[src/rtl/score_digits_gu.sv]
// Draws a binary score as a row of decimal sprite glyphs on the VGA pixel-write port.
// Double-dabble converts the score to BCD, then each digit is drawn from an external 1-cycle glyph ROM.
module score_digits_gu #(
   parameter int DIGITS      = 3,
   parameter int SCORE_W     = 10,
   parameter int SPR_WB      = 5,
   parameter int SPR_HB      = 5,
   parameter int GAP         = 2,
   parameter int Y_OFFSET    = 10,
   parameter int SCR_W       = 320,
   parameter int SCR_H       = 240,
   parameter int TRANSPARENT = 0
) (
   input  logic                        clk,
   input  logic                        resetn,
   input  logic                        plot,
   input  logic [SCORE_W-1:0]          score,
   input  logic [8:0]                  x_in,
   input  logic [7:0]                  y_in,
   input  logic                        game_over,
   input  logic                        blank_lz,
   output logic [3+SPR_HB+SPR_WB:0]    rom_addr,
   input  logic [2:0]                  rom_data,
   output logic [8:0]                  x_out,
   output logic [7:0]                  y_out,
   output logic [2:0]                  colour_out,
   output logic                        writeEn,
   output logic                        busy,
   output logic                        done
);

   localparam int              SPR_W   = 2 ** SPR_WB;
   localparam int              BW      = 4 * DIGITS;
   localparam int              PW      = SPR_WB + SPR_HB;
   localparam int              CW      = $clog2(SCORE_W) + 1;
   localparam logic [9:0]      STEP    = 10'(SPR_W + GAP);
   localparam logic [31:0]     POW10   = 32'(10 ** DIGITS);
   localparam logic [9:0]      SCR_W_L = 10'(SCR_W);
   localparam logic [8:0]      SCR_H_L = 9'(SCR_H);
   localparam logic [7:0]      Y_OFF   = 8'(Y_OFFSET);
   localparam logic [BW-1:0]   ALL9    = {DIGITS{4'h9}};
   localparam logic [2:0]      LAST_K  = 3'(DIGITS - 1);
   localparam logic [2:0]      END_K   = 3'(DIGITS);

   typedef enum logic [2:0] {IDLE, CONV, NEXT_DIG, PIX_A, PIX_W, DONE} state_t;

   state_t               state, state_nxt;
   logic [SCORE_W-1:0]   bin_sr;
   logic [BW-1:0]        bcd_sr;
   logic [CW-1:0]        conv_cnt;
   logic                 ovf;
   logic [2:0]           dig_k;
   logic                 seen_nz;
   logic [9:0]           slot_x;
   logic [9:0]           draw_x;
   logic [7:0]           y_base;
   logic                 go_r;
   logic                 blz_r;
   logic [PW-1:0]        pix_cnt;
   logic [SPR_WB-1:0]    px_r;
   logic [SPR_HB-1:0]    py_r;
   logic [3:0]           cur_digit;

   logic [3:0]           top_digit;
   logic                 skip_dig;
   logic                 conv_last;
   logic                 pix_last;
   logic [9:0]           x_full;
   logic [8:0]           y_full;
   logic                 clipped;

   // One double-dabble iteration: add 3 to every nibble >= 5, then shift in the next score bit
   function automatic logic [BW-1:0] dd_step(input logic [BW-1:0] b, input logic bit_in);
      logic [BW-1:0] a;
      a = b;
      for (int i = 0; i < DIGITS; i++) begin
         if (a[4*i +: 4] >= 4'd5)
            a[4*i +: 4] = a[4*i +: 4] + 4'd3;
      end
      return {a[BW-2:0], bit_in};
   endfunction

   assign top_digit = bcd_sr[BW-1 -: 4];
   assign skip_dig  = blz_r && (top_digit == 4'd0) && !seen_nz && (dig_k != LAST_K);
   assign conv_last = (conv_cnt == CW'(SCORE_W - 1));
   assign pix_last  = &{py_r, px_r};
   assign x_full    = draw_x + 10'(px_r);
   assign y_full    = {1'b0, y_base} + 9'(py_r);
   assign clipped   = (x_full >= SCR_W_L) || (y_full >= SCR_H_L);

   always_ff @(posedge clk) begin
      if (!resetn)
         state <= IDLE;
      else
         state <= state_nxt;
   end

   // Next-state and pixel-port outputs; every output is zero outside the state that owns it
   always_comb begin
      state_nxt  = state;
      rom_addr   = '0;
      x_out      = '0;
      y_out      = '0;
      colour_out = '0;
      writeEn    = 1'b0;
      busy       = (state != IDLE);
      done       = 1'b0;
      case (state)
         IDLE:     if (plot) state_nxt = CONV;
         CONV:     if (conv_last) state_nxt = NEXT_DIG;
         NEXT_DIG: begin
            if (skip_dig)
               state_nxt = (dig_k == LAST_K) ? DONE : NEXT_DIG;
            else
               state_nxt = PIX_A;
         end
         PIX_A: begin
            rom_addr  = {cur_digit, pix_cnt};
            state_nxt = PIX_W;
         end
         PIX_W: begin
            x_out      = x_full[8:0];
            y_out      = y_full[7:0];
            colour_out = go_r ? ~rom_data : rom_data;
            writeEn    = !clipped && !((TRANSPARENT != 0) && (rom_data == 3'b000));
            if (pix_last)
               state_nxt = (dig_k == END_K) ? DONE : NEXT_DIG;
            else
               state_nxt = PIX_A;
         end
         DONE: begin
            done      = 1'b1;
            state_nxt = IDLE;
         end
         default:  state_nxt = IDLE;
      endcase
   end

   // Datapath: request latch, BCD conversion, digit walk and pixel counter
   always_ff @(posedge clk) begin
      if (!resetn) begin
         bin_sr    <= '0;
         bcd_sr    <= '0;
         conv_cnt  <= '0;
         ovf       <= 1'b0;
         dig_k     <= '0;
         seen_nz   <= 1'b0;
         slot_x    <= '0;
         draw_x    <= '0;
         y_base    <= '0;
         go_r      <= 1'b0;
         blz_r     <= 1'b0;
         pix_cnt   <= '0;
         px_r      <= '0;
         py_r      <= '0;
         cur_digit <= '0;
      end else begin
         case (state)
            IDLE: begin
               if (plot) begin
                  bin_sr   <= score;
                  bcd_sr   <= '0;
                  conv_cnt <= '0;
                  ovf      <= (32'(score) >= POW10);
                  dig_k    <= '0;
                  seen_nz  <= 1'b0;
                  slot_x   <= {1'b0, x_in};
                  y_base   <= y_in + Y_OFF;
                  go_r     <= game_over;
                  blz_r    <= blank_lz;
               end
            end
            CONV: begin
               bin_sr   <= bin_sr << 1;
               conv_cnt <= conv_cnt + 1'b1;
               bcd_sr   <= (conv_last && ovf) ? ALL9 : dd_step(bcd_sr, bin_sr[SCORE_W-1]);
            end
            NEXT_DIG: begin
               bcd_sr    <= bcd_sr << 4;
               cur_digit <= top_digit;
               seen_nz   <= seen_nz | (top_digit != 4'd0);
               draw_x    <= slot_x;
               slot_x    <= slot_x + STEP;
               dig_k     <= dig_k + 3'd1;
               pix_cnt   <= '0;
            end
            PIX_A: begin
               px_r <= pix_cnt[SPR_WB-1:0];
               py_r <= pix_cnt[PW-1:SPR_WB];
            end
            PIX_W:   pix_cnt <= pix_cnt + 1'b1;
            default: ;
         endcase
      end
   end

endmodule

[config.mk]
export PLATFORM = sky130hd
export DESIGN_NAME = score_digits_gu
export DESIGN_NICKNAME = d
export VERILOG_FILES = /design/src/rtl/score_digits_gu.sv
export SDC_FILE = /design/constraint.sdc
export NUM_CORES = 1
export LEC_CHECK = 0
export BUFFER_PORTS_ARGS = -buffer_cell sky130_fd_sc_hd__buf_2
export CAP_MARGIN = 20
export CORE_MARGIN = 8
export CORE_UTILIZATION = 45
export CTS_CLUSTER_SIZE = 12
export DETAILED_ROUTE_END_ITERATION = 10
export GPL_ROUTABILITY_DRIVEN = 0
export GPL_TIMING_DRIVEN = 0
export PLACE_DENSITY = 0.79
export RECOVER_POWER = 50
export SETUP_SLACK_MARGIN = 0.05
export SYNTH_ARGS = -nofsm -noshare
export SYNTH_HDL_FRONTEND = slang
export SYNTH_SLANG_ARGS = --single-unit
[constraint.sdc]
create_clock -name clk -period 2.5 [get_ports clk]
set_clock_uncertainty 0.15 [all_clocks]
set_input_delay 0.5 -clock clk [delete_from_list [all_inputs] [get_ports clk]]
set_output_delay 0.5 -clock clk [all_outputs]
set_load 0.02 [all_outputs]
### After elaboration in Yosys (flattened, before gate mapping)

Cells that the tools add are included.

* output and inout port bits: 37
* register bits after elaboration: 89

* add/subtract/negate cells: 10
* multiplexer cells: 31
* equal/unequal tests: 11
* bitwise operators: 2
* reductions and logical operators: 21
* magnitude comparators: 6

Operators by type and width (number)
* one-hot mux 10 bit (2 select lines): 3
* one-hot mux 12 bit (3 select lines): 1
* two-way mux 3 bit: 10
* two-way mux 12 bit: 2
* two-way mux 10 bit: 2
* one-hot mux 3 bit (5 select lines): 1
* two-way mux 14 bit: 1
* == test 3 x 2 -> 1 bit, second input constant: 4
* >= comparator 4 x 3 -> 1 bit, second input constant: 3
* adder 10 x 1 -> 10 bit, second input constant: 1
* adder 10 x 5 -> 10 bit: 1
* adder 10 x 6 -> 10 bit, second input constant: 1
* >= comparator 10 bit, second input constant: 1
* >= comparator 10 x 9 -> 1 bit, second input constant: 1
* one-hot mux 5 bit (2 select lines): 1
* AND reduction 10 bit: 1
* AND reduction 2 bit: 5
* adder 8 x 5 -> 9 bit: 1
* >= comparator 9 x 8 -> 1 bit, second input constant: 1
* two-way mux 9 bit: 1
* adder 4 x 2 -> 4 bit, second input constant: 2
* adder 8 x 4 -> 8 bit, second input constant: 1
* two-way mux 4 bit: 2
* two-way mux 8 bit: 1
* other kinds (22): 33

### Longest topological paths before layout

* depth after elaboration: 6
* mapped depth: 8
* depth with buffers taken out: 7

### Worst setup path before layout

OpenSTA, ideal clock, no wires.

* kind: flip-flop to output port
* start point: register draw_x[0]
* end point: output writeEn
* stages on the path, launching flop included: 8
* slack: -0.519 ns
* data required time: 1.850 ns
* arrival: 2.369 ns
* buffers on the path: 0
* cell sequence: dfxtp_1 > ha_1 > fa_1 > a211o_1 > a21oi_2 > nor2b_1 > o311a_1 > a2111oi_2

* cells in the longest elaborated chain, start to end: 5

Ends and longest elaborated chain
* from (decl): RTL line 55 `logic [9:0] draw_x;`
* from (signal assigned): RTL line 182 `draw_x <= slot_x;`
* adder 10 x 5 -> 10 bit: RTL line 87 `assign x_full = draw_x + 10'(px_r);`
* >= comparator 10 x 9 -> 1 bit: RTL line 89 `assign clipped = (x_full >= SCR_W_L) || (y_full >= SCR_H_L);`
* logical OR 1 bit: RTL line 89
* zero test 1 bit: RTL line 125 `writeEn = !clipped && !((TRANSPARENT != 0) && (rom_data == 3'b000));`
* two-way mux 1 bit: RTL line 108 `case (state)`
* to (decl): RTL line 27 `output logic writeEn,`

Every way passes these cells.

### Worst setup path after layout

Same ends and word-level chain as after synthesis.

==> summary.txt <==
Synth
  – Register bit total from synthesis: 89
  – Synth Area in Compound Gates: roughly a quarter
  – Post-synthesis simple-gate area fraction: between 20% and 30%
  – Prevailing post-synth register cell: dfxtp_1
  – Mux cell area share after synthesis: 1.61%
  – Synth Warn #: 0
  – Syn nets: between 600 and 700
  – Mapped Cells: 619
  – Post-Synth XOR/XNOR Area: under 10%
  – Synth Area in Adders: between 6 and 7%
  – Synth cell types: 54
  – Synthesized area: 0.00505 mm^2
  – Synth async-reset ratio: 0%
  – Syn Area/Cell: approximately 8.2 um^2
  – Largest family of logic cells by synthesized area: simple AND/OR/NAND/NOR gates
  – Post-synth EDFFs: 0
  – Sequential fraction of the synthesis area: 35.2%

Worst setup path
  – RR Startpoint: state[1]
  – Worst Path Class, Setup: reg -> out
  – Worst setup SP type: register
  – Worst EP required: 1.85 ns
  – Flop2flop setup slack: -0.19 ns
  – Worst setup endpoint: writeEn
  – Worst setup EP type: output pin
  – Critical Path Fanout Max: 2
  – Setup crit start: draw_x[0]
  – CP arrival: around 2.5 ns
  – Reg2reg path depth: 5
  – RR Endpoint: slot_x[5]

Drt
  – Total vias in the final route: between 5000 and 6000
  – Routed length per instance: 17.5 um
  – DRC Markers: 0
  – Drt total wl: around 15 mm
  – 1st-pass router iterations: 7
  – Initial DRC Count: 530
  – Vias per cell: a little under 6
  – Post-DRT Antenna Nets: 0

Floorplanning
  – Starting Density: 46.4%
  – Chip width: 122 um
  – # rows: 38
  – Die Area: 0.0149 mm^2
  – Die height: about 120 um
  – Core area: between 0.01 and 0.015 mm^2
  – Io pins: 72

Timing
  – Relative max-transition margin: 21.9%
  – RSZ-0062 raised after global routing: yes
  – Setup ws final: -0.640 ns
  – Max Transition Viols Final: 0
  – Worst-Margin Slew: between 1 and 1.5 ns
  – Final period utilization: 126%
  – Final hold vios: 0
  – Final setup fails: 42
  – Hold Worst Slack: 0.228 ns
  – Min cycle time layout: 3.14 ns
  – FMAX: 318 MHz

Finish
  – Final nets: between 700 and 800
  – Fill cells: around 900
  – P&R area growth vs syn: 25.4%
  – Register area: around 0.0018 mm^2
  – Layout cell share with drive strength beyond 1: between 20 and 25%
  – Post-Layout Cell Count: about 870
  – # diodes: 0
  – Area of the multi-input gates: 0.00332 mm^2
  – Final core occ: around three fifths

Min path
  – Worst hold path class: in -> reg

Clocking
  – CTS Buf Count: 9
  – Clk_lat worst skew: about 0.36 ns
  – Clock Path Buffers: 2
  – CTS Sinks: 89
  – Clock Tree Root: clkbuf_8
  – CTS Hold Bufs: 0
  – H-tree depth: 3
  – CTS tree: done
  – Clock slew at reported path FFs: about 0.080 ns

Power
  – Power density of the placed cells: roughly 590 mW/mm^2
  – Total power: ~3700 uW
  – Lkg Pwr: about 0.0025 uW
  – VDD IR-drop max: about 0.37 mV

Global routing
  – First-pass GRT wire length: about 24 mm
  – GRT Util Overall: between 10% and 20%
  – Largest net degree at the start of global routing: 14
  – Initial antenna violation count: 0
  – Total gr overflow: 0
  – Number of global-route vias before repair: about 4900

Job
  – Max_cap viols: 0

Status
  – Violated checks: setup timing
  – Status: finished, violations left

Place
  – DP Wirelength: between 10 and 15 mm
  – Dpl ws: -0.408 ns
  – Placed cell count: around 830
  – I/O Buffers: 70
-- kinds of logic after synthesis --
| logic type | count (synthesis) |
|---|---|
| buffers and inverters | 50 |
| AND/OR/NAND/NOR | 251 |
| XOR/XNOR | 18 |
| flip-flops | 89 |
| multiplexers | 8 |
| AO/OA/AOI/OAI | 176 |
| adder cells (fa/ha/maj) | 27 |
-- layer usage --
| metal | routed length, um | track usage [%] | share of wire [%] |
|---|---|---|---|
| met1 | 6120 | 22.4 | 40 |
| met3 | 1040 | 4.40 | 6.9 |
| met4 | 378 | 8.64 | 2.5 |
| met5 | 0 | 0 | 0 |
| met2 | 7630 | 35.2 | 50 |
-- registers in the layout, indices dropped and copies added (netlist names) --
name / count
seen_nz: 1
bcd_sr: 12
slot_x: 10
px_r: 5
state: 3
ovf: 1
go_r: 1
y_base: 8
conv_cnt: 5
pix_cnt: 10
draw_x: 10
blz_r: 1
cur_digit: 4
bin_sr: 10
py_r: 5
dig_k: 3
-- cell usage in the layout (no fill, tap or decap), types with 6 or more instances in the layout --
| cell | count |
|---|---|
| nand2_1 | 96 |
| dfxtp_1 | 76 |
| buf_2 | 57 |
| a21boi_0 | 42 |
| buf_4 | 36 |
| nor2_1 | 30 |
| and2_1 | 30 |
| o21ai_0 | 28 |
| a21oi_1 | 23 |
| clkbuf_1 | 23 |
| nand3_1 | 19 |
| ha_1 | 19 |
| inv_1 | 17 |
| nor2b_1 | 15 |
| o21a_1 | 14 |
| a22oi_1 | 12 |
| clkbuf_8 | 12 |
| nor3_1 | 10 |
| and2_0 | 9 |
| dfxtp_2 | 9 |
| xnor2_1 | 8 |
| a21o_1 | 8 |
| buf_6 | 8 |
| mux2i_1 | 7 |
| a222oi_1 | 7 |
| xor2_1 | 6 |
| ha_4 | 6 |
-- through the flow --
step	area [um^2]	setup TNS [ns]
5_1_grt	6340	-14.35
4_1_cts	6250	-2.88
3_5_place_dp	5600	-0.640
3_3_place_gp	5600	-0.533
2_1_floorplan	5070	-0.182
6_report	6340	-7.73
-- final cells by class --
cell class	instances	area share, %
sequential	89	28.5
clock inverter	2	0.197
timing repair buffer	95	9.51
multi-input combinational	480	52.4
buffer	32	3.02
tap	140	2.76
inverter	17	1.01
clock buffer	14	2.57
-- critical path: stages, from the launching register on --
cell,delay [ns]
dfxtp_2,0.35
ha_4,0.16
fa_2,0.34
a211o_1,0.29
a21oi_2,0.20
nor2b_2,0.07
o311a_1,0.33
a2111oi_4,0.19
buf_4,0.19
-- cells in the mapped netlist, types with 3 or more instances --
| cell | count | area, um^2 |
|---|---|---|
| o211a_1 | 3 | 30.0 |
| o211ai_1 | 4 | 30.0 |
| or3_1 | 3 | 18.8 |
| a22oi_1 | 12 | 90.1 |
| a211oi_1 | 5 | 37.5 |
| nor3b_1 | 5 | 37.5 |
| clkbuf_1 | 20 | 75.1 |
| buf_2 | 12 | 60.1 |
| o21ai_0 | 33 | 165 |
| o21a_1 | 14 | 105 |
| a222oi_1 | 7 | 70.1 |
| nand2_1 | 97 | 364 |
| a21o_1 | 8 | 60.1 |
| ha_1 | 25 | 313 |
| nand3_1 | 20 | 100 |
| nor3_1 | 9 | 45.0 |
| nand2b_1 | 4 | 25.0 |
| a21boi_0 | 43 | 323 |
| nor2_1 | 35 | 131 |
| inv_1 | 17 | 63.8 |
| mux2i_1 | 7 | 70.1 |
| nand4_1 | 5 | 31.3 |
| xor2_1 | 6 | 52.6 |
| and3_1 | 5 | 31.3 |
| a21oi_1 | 28 | 140 |
| nor2b_1 | 16 | 100 |
| and2_1 | 39 | 244 |
| dfxtp_1 | 89 | 1780 |
| xnor2_1 | 12 | 105 |
-- how the worst min path moves through the flow --
stage               cells after the start      endpoint          from  slack, ns
floorplan                               2  cur_digit[0]  cur_digit[0]       0.29
global placement                        2     draw_x[0]     slot_x[0]       0.30
detailed placement                      2  cur_digit[0]  cur_digit[0]       0.31
CTS                                     3          go_r     game_over       0.22
global route                            3          go_r     game_over       0.24
finish                                  3          go_r     game_over       0.23
-- report_power, final --
group          switching [uW]  internal, uW  leakage, uW
registers                 140          1550     0.000730
clock network             493           416    0.0000867
logic                     729           417      0.00171
total                    1360          2390      0.00253
-- what timing repair did --
| action | CTS | global route |
|---|---|---|
| resized for setup | 83 | 34 |
| endpoints found under the setup margin | 35 | 28 |
| buffers inserted | 24 | 6 |
| pin swaps | 17 | 9 |
(Power assumes the default switching activity.)
